**config.mk**
```make
export PLATFORM = sky130hd
export DESIGN_NAME = reg_dump_reader
export DESIGN_NICKNAME = d
export VERILOG_FILES = /design/src/rtl/reg_dump_reader_pkg.sv /design/src/rtl/reg_dump_reader.sv
export SDC_FILE = /design/constraint.sdc
export NUM_CORES = 1
export LEC_CHECK = 0
export CAP_MARGIN = 20
export CORE_ASPECT_RATIO = 0.9
export CORE_MARGIN = 2
export CORE_UTILIZATION = 42
export DETAILED_ROUTE_END_ITERATION = 7
export PLACE_DENSITY = 0.78
export SLEW_MARGIN = 20
export SYNTH_ARGS = -nofsm -noshare
export SYNTH_HDL_FRONTEND = slang
export SYNTH_SLANG_ARGS = --single-unit
export TNS_END_PERCENT = 5
```
**constraint.sdc**
```tcl
create_clock -name clk -period 1.75 [get_ports clk]
set_clock_uncertainty 0.05 [all_clocks]
set_input_delay 0.2625 -clock clk [delete_from_list [all_inputs] [get_ports clk]]
set_output_delay 0.2625 -clock clk [all_outputs]
set_load 0.05 [all_outputs]
```
**src/rtl/reg_dump_reader_pkg.sv**
```systemverilog
// Shared definitions for the register dump reader and the core-side port mux
// that lends it a register-file read port.
//   dump_state_t : walker FSM state encoding
//   reg_num()    : number of registers walked for a given address width
package reg_dump_reader_pkg;

  typedef enum logic [2:0] {
    IDLE = 3'd0,
    REQ  = 3'd1,
    READ = 3'd2,
    SEND = 3'd3,
    DONE = 3'd4
  } dump_state_t;

  function automatic int unsigned reg_num(input int unsigned addr_w);
    return 32'd1 << addr_w;
  endfunction

endpackage

```
**src/rtl/reg_dump_reader.sv**
```systemverilog
// Register dump reader: on a start pulse, walks every register through a
// borrowed register-file read port and streams (index, value) beats out on a
// valid/ready interface.
// Ports:
//   clk, rst            clock and synchronous active-high reset
//   start               one-cycle pulse, accepted only when idle
//   busy, done          busy from accepted start through the done pulse
//   dump_req, dump_gnt  request/grant for the shared read port
//   rf_raddr, rf_rdata  read port (combinational read, same-cycle data)
//   out_valid/ready     beat handshake
//   out_idx/data/last   beat payload; last marks index REG_NUM-1
//
// state | meaning
// IDLE  | waiting for start
// REQ   | requesting the read port, waiting for grant
// READ  | driving rf_raddr=idx; capture beat if still granted, else re-request
// SEND  | beat held on output until handshake
// DONE  | one-cycle done pulse
module reg_dump_reader
  import reg_dump_reader_pkg::*;
#(
  parameter int ADDR_W = 5,
  parameter int DATA_W = 32
) (
  input  logic              clk,
  input  logic              rst,
  input  logic              start,
  output logic              busy,
  output logic              done,
  output logic              dump_req,
  input  logic              dump_gnt,
  output logic [ADDR_W-1:0] rf_raddr,
  input  logic [DATA_W-1:0] rf_rdata,
  output logic              out_valid,
  input  logic              out_ready,
  output logic [ADDR_W-1:0] out_idx,
  output logic [DATA_W-1:0] out_data,
  output logic              out_last
);

  localparam int REG_NUM = int'(reg_num(ADDR_W));
  localparam logic [ADDR_W-1:0] LAST_IDX = ADDR_W'(REG_NUM - 1);

  dump_state_t       state_q, state_d;
  logic [ADDR_W-1:0] idx_q, idx_d;
  logic              busy_q, busy_d;
  logic              done_q, done_d;
  logic              dump_req_q, dump_req_d;
  logic [ADDR_W-1:0] rf_raddr_q, rf_raddr_d;
  logic              out_valid_q, out_valid_d;
  logic [ADDR_W-1:0] out_idx_q, out_idx_d;
  logic [DATA_W-1:0] out_data_q, out_data_d;
  logic              out_last_q, out_last_d;

  always_comb begin
    state_d     = state_q;
    idx_d       = idx_q;
    out_valid_d = out_valid_q;
    out_idx_d   = out_idx_q;
    out_data_d  = out_data_q;
    out_last_d  = out_last_q;

    case (state_q)
      IDLE: begin
        if (start) begin
          idx_d   = '0;
          state_d = REQ;
        end
      end
      REQ: begin
        if (dump_gnt) state_d = READ;
      end
      READ: begin
        // Grant can vanish in the very cycle we read; only capture while held.
        if (dump_gnt) begin
          out_data_d  = rf_rdata;
          out_idx_d   = idx_q;
          out_last_d  = (idx_q == LAST_IDX);
          out_valid_d = 1'b1;
          state_d     = SEND;
        end else begin
          state_d = REQ;
        end
      end
      SEND: begin
        if (out_ready) begin
          out_valid_d = 1'b0;
          out_last_d  = 1'b0;
          if (out_last_q) begin
            state_d = DONE;
          end else begin
            idx_d   = idx_q + 1'b1;
            state_d = REQ;
          end
        end
      end
      DONE: begin
        state_d = IDLE;
      end
      default: begin
        state_d = IDLE;
      end
    endcase

    // Registered outputs are derived from the next state so they line up
    // with the state they describe.
    busy_d     = (state_d != IDLE);
    done_d     = (state_d == DONE);
    dump_req_d = (state_d == REQ) || (state_d == READ);
    rf_raddr_d = (state_d == READ) ? idx_d : '0;
  end

  always_ff @(posedge clk) begin
    if (rst) begin
      state_q     <= IDLE;
      idx_q       <= '0;
      busy_q      <= 1'b0;
      done_q      <= 1'b0;
      dump_req_q  <= 1'b0;
      rf_raddr_q  <= '0;
      out_valid_q <= 1'b0;
      out_idx_q   <= '0;
      out_data_q  <= '0;
      out_last_q  <= 1'b0;
    end else begin
      state_q     <= state_d;
      idx_q       <= idx_d;
      busy_q      <= busy_d;
      done_q      <= done_d;
      dump_req_q  <= dump_req_d;
      rf_raddr_q  <= rf_raddr_d;
      out_valid_q <= out_valid_d;
      out_idx_q   <= out_idx_d;
      out_data_q  <= out_data_d;
      out_last_q  <= out_last_d;
    end
  end

  assign busy      = busy_q;
  assign done      = done_q;
  assign dump_req  = dump_req_q;
  assign rf_raddr  = rf_raddr_q;
  assign out_valid = out_valid_q;
  assign out_idx   = out_idx_q;
  assign out_data  = out_data_q;
  assign out_last  = out_last_q;

endmodule

```
* Yosys cells after proc, flatten, opt, wreduce, memory -nomap -nowiden *
Cells that the tools add are included.
W data, S select, Z words.

word-level totals
  flip-flop bits (word level) = 55
  input port bits = 37
  output and inout bits = 47
  word-level logic and storage cells = 43

operators by class
  add/subtract/negate cells = 1
  equality and inequality tests = 9
  muxes and demuxes = 15
  bitwise logic cells = 1
  reductions and logical operators = 7

operators by type and width
  kind                   count
  $mux W5                3
  $mux W3                4
  $pmux W3 S4            1
  $pmux W5 S2            1
  $eq A3 B2 Y1 const B   3
  $eq A3 B1 Y1 const B   2
  $add A5 B1 Y5 const B  1
  $eq A5 B5 Y1 const B   1
  $ne A2 B2 Y1 const B   2
  $pmux W1 S2            2
  $eq A3 B3 Y1 const B   1
  $logic_not A3 Y1       1
  $mux W1                3
  $reduce_and A3 Y1      1
  $reduce_bool A3 Y1     1
  $mux W2                1
  $reduce_and A2 Y1      1
  $reduce_bool A2 Y1     1
  $reduce_or A2 Y1       1
  $logic_or A1 B1 Y1     1
  $not A1 Y1             1

* Logic depth before layout (Yosys ltp) *
  depth in word-level cells = 6
  mapped depth = 7
  depth with buffers taken out = 5

* Worst setup path after synthesis *
Ideal clock, no wire load.

  kind = flip-flop to flip-flop
  from = register out_last_q, in the netlist out_last
  to = register dump_req_q, in the netlist dump_req
  setup time = 0.117 ns
  arrival = 1.298 ns
  required time = 1.583 ns
  setup slack = 0.285 ns
  cell stages (with the launch flop) = 4
  buffers on the path = 0
  clock period less this slack = 1.465 ns
  cells stage by stage = dfxtp_1 > and4_1 > a2111oi_2 > o22a_1

between the ends
  word-level cells in the longest chain between the ends = 5
  elaborated cells between the ends (all ways) = 6
  those cells by class = eq/ne: 2; mux: 3; reduce/logical: 1

ends and longest elaborated chain
  what                                                 RTL line                source
  start, declared                                      reg_dump_reader.sv:53   logic out_last_q, out_last_d;
  start signal, assigned                               reg_dump_reader.sv:135  out_last_q <= out_last_d;
  $mux W3 *                                            reg_dump_reader.sv:89   if (out_last_q) begin
  $mux W3 *                                            reg_dump_reader.sv:86   if (out_ready) begin
  $pmux W3 S4 *                                        reg_dump_reader.sv:63   case (state_q)
  $eq A3 B1 Y1 / $eq A3 B2 Y1 (equally long branches)  reg_dump_reader.sv:109  dump_req_d = (state_d == REQ) || (state_d == READ);
  $logic_or A1 B1 Y1 *                                 reg_dump_reader.sv:109
  end signal, assigned                                 reg_dump_reader.sv:130  dump_req_q <= dump_req_d;
  end, declared                                        reg_dump_reader.sv:48   logic dump_req_q, dump_req_d;

Every way passes the cells marked *; elsewhere a longest branch is shown, timed or not.
A chain may end at the register's enable or synchronous reset.

* Worst setup path after layout *
  from = register state_q[2]
  to = register out_last_q, in the netlist out_last

between the ends
  word-level cells in the longest chain between the ends = 3
  elaborated cells between the ends (all ways) = 7
  those cells by class = eq/ne: 4; mux: 1; reduce/logical: 2

ends and longest elaborated chain
  what                                                                        RTL line                source
  start, declared                                                             reg_dump_reader.sv:44   dump_state_t state_q, state_d;
  start signal, assigned                                                      reg_dump_reader.sv:126  state_q <= state_d;
  $eq A3 B2 Y1                                                                reg_dump_reader.sv:63
  $ne A2 B2 Y1 (no source line) / $reduce_bool A2 Y1 (equally long branches)  --
  $reduce_and A3 Y1 (no source line)                                          --

Parallel ways exist; a longest one is shown, timed or not.

==> results.md <==
- Final std cell area, no fill: 2970 µm²
- Run status: complete, no violations
- Vias in the first global route: 1768
- Post-Syn Instances: 232
- Sequential element share of the synthesized area: 53.3%
- Setup CP Type: register to register
- I/O pins: 84
- Wire length of the first global-routing pass: 7750 µm
- Routed WL per cell: 12.1 µm
- Post-synthesis cell type with the largest combined area: dfxtp_1
- Ranking of synthesized cells by area: dfxtp_1, nand2_1, a21oi_1, nor2_1, buf_6
- Mean instance size in the synthesized netlist: 8.91 µm²
- # placed instances: 372
- Remaining global-route overflow: 0
- Post-synthesis xor/xnor area fraction: 0.847%
- Avg Vias per Cell: 4.67
- Number of sinks handled by clock tree synthesis: 55
- Synth-to-layout area growth: 43.5%
- Worst hold slack across all endpoints: 0.173 ns
- Port buffer count: 83
- Hold violation count in the final report: 0
- Total routed wirelength: 4600 µm
- DPL Wire Length: 3210 µm
- Standard cell area after detailed placement: 2840 µm²
- Die W: 77.9 µm
- Delay-heaviest family, CP: simple AND/OR/NAND/NOR gates
- Worst-Margin Slew: 0.503 ns
- Maximum single-stage delay on the critical path: 0.54 ns
- Critical-path maximum fanout: 39
- Clock network latency to the later pin of the worst-skew pair: 0.30 ns
- Antenna-violating nets left: 0
- Final Setup Violations: 0
- Nature of the critical path startpoint: register
- Slowest cell on the critical path: dfxtp_1
- Maximum clock path buffer count: 2
- Clock-pin transition on the worst setup and hold timing paths: 0.10 ns
- Ratio of cells with drive above 1 in the final layout: 24.1%
- Adder-cell share of the synthesized area: 1.21%
- Synth Area in Simple Gates: 26.0%
- Total via count in the routed design: 1775
- Final worst path period need: 1.56 ns
- Synthesized netlist net count: 271
- Relative slew slack: 66.4%
- Period utilisation layout: 89.2%
- Fmax: 640 MHz
- Maximum number of pins on one net before global-route repair: 40
- Commonest non-fill, non-tap cells in the layout: nand2_1, dfxtp_1, buf_4, a21oi_1, clkdlybuf4s50_1
- Number of DRC violations after detailed-routing iteration 0: 61
- Die area: 5500 µm²
- Power density of the placed cells: 844 nW/µm²
- Number of warnings issued by yosys: 0
- Total number of placement rows: 24
- Worst Setup End Kind: register
- Post-CTS setup repair buffer count: 0
- Number of nets in the final layout: 353
- Worst ir drop on vdd: 504 µV
- Min-Delay Path Class: primary input to register
- Post-synthesis cell area: 2070 µm²
- Post-synthesis compound-gate area fraction: 12.4%
- Clock tree from TritonCTS: built
- Number of clock buffers inserted by TritonCTS: 5
- Final GP Congestion: 0.746
- Number of standard cells in the final layout excluding fillers: 380
- Global router's overall resource usage: 17.3%
- Residual DRC count: 0
- Arr. time, crit path: 1.75 ns
- Total of flip-flops plus latches after synthesis: 55
- First-pass detailed-route iteration total: 4
- Setup repair after global routing missed its margin: no
- Max cap viols: 0
- H-tree depth: 2
- Multiplexer fraction of the synthesized cell area: 1.51%
- Fraction of synthesized cell area taken by the top area cell type: 53.3%
- Die Ht: 70.6 µm
- Count of inserted antenna diode cells: 0
- Final-report max-slew violation count: 0
- Initial antenna violation count: 0
- Number of distinct library cell variants in the gate-level netlist after synthesis: 37
- Worst Path Required: 1.94 ns
- Core outline area: 4800 µm²
- Most common cell after layout, fill and taps aside: nand2_1
- Clock root buffer: clkbuf_8
- Leakage component of the power: 1.19 nW
- Cells along the critical path: nand2b_2 -> or2_4 -> nand3_1 -> a21oi_1
- Buf+Inv Stages, Crit Path: 0
- Combinational family with the most area after synthesis: simple AND/OR/NAND/NOR gates
- Initial Utilization: 43.0%
## synth_stat cells
master / count
nor3b_2: 1
nand2b_1: 1
buf_6: 3
nand3b_1: 1
o21ai_0: 2
nand3_1: 2
and3_4: 1
nor2_2: 1
mux2i_1: 2
dfxtp_1: 55
a21oi_1: 39
a2111oi_4: 1
nand2b_2: 1
nor3b_1: 2
or2_2: 1
nor3_2: 1
nor4b_1: 1
a2111oi_2: 1
buf_4: 3
inv_1: 2
nand2b_4: 1
nor2b_4: 2
nand2_1: 76
o22a_1: 1
mux2_2: 1
nor2_1: 10
or4_1: 1
nand4b_4: 1
and3_1: 1
ha_1: 2
xnor2_1: 2
and4_1: 1
nor3_1: 2
nand2_2: 1
clkbuf_1: 5
buf_2: 3
or2_4: 1
## state kept, by name (all words and copies together) (netlist names)
register and cells:
dump_req 1, out_idx 5, out_valid 1, busy 1, state_q 3, out_data 32
out_last 1, rf_raddr 5, done 1, idx_q 5
## what timing repair did
action,in CTS,in global routing
endpoints found under the setup margin,0,2
resized for setup,0,2
endpoints found under the hold margin,0,0
hold buffers,0,0
## logic make-up (layout without fill, tap and decap cells)
kind of cell | after synthesis | count (layout)
simple gates | 110 | 110
flops | 55 | 55
compound gates | 44 | 44
buf+inv | 16 | 99
mux | 3 | 3
fa+ha+maj | 2 | 2
xor+xnor | 2 | 2
## metal layers
| layer | track usage [%] | routed length [µm] |
|---|---|---|
| met5 | 0 | 0 |
| met4 | 5.26 | 51 |
| met3 | 4.97 | 323 |
| met2 | 29.5 | 2180 |
| met1 | 21.2 | 2040 |
## where the power goes
group | switching, mW | total, mW | internal, mW
clock | 0.408 | 0.871 | 0.464
sequential | 0.0228 | 1.30 | 1.28
combinational | 0.182 | 0.329 | 0.146
## stage by stage
stage / TNS, ns / setup WS [ns] / utilization (%) / total power, mW
2_1_floorplan: 0 / 0.285 / - / 1.52
3_3_place_gp: -0.0180 / -0.00931 / 59.2 / 1.66
3_5_place_dp: -0.202 / -0.0391 / 59.2 / 1.66
4_1_cts: 0 / 0.00871 / 61.6 / 2.53
5_1_grt: 0 / 0.0356 / 61.7 / 2.60
6_report: 0 / 0.188 / 61.7 / 2.50
## area by class of cell
| type | instances | area, µm² |
|---|---|---|
| timing repair buffer | 89 | 788 |
| multi-input combinational | 161 | 871 |
| sequential | 55 | 1100 |
| inverter | 2 | 7.51 |
| clock buffer | 6 | 82.6 |
| tap | 65 | 81.3 |
| fill | 434 | 1840 |
| clock inverter | 2 | 35.0 |
## worst paths after layout
path | from | depth (start not counted) | endpoint | slack (ns)
hold / removal | rst | 2 | idx_q[3] | 0.17
setup / recovery | state_q[2] | 4 | out_last | 0.19
setup reg to reg | state_q[2] | 4 | out_last | 0.19
hold reg to reg | out_data[14] | 2 | out_data[14] | 0.41
Note: power is estimated with default switching activity, not from simulation.
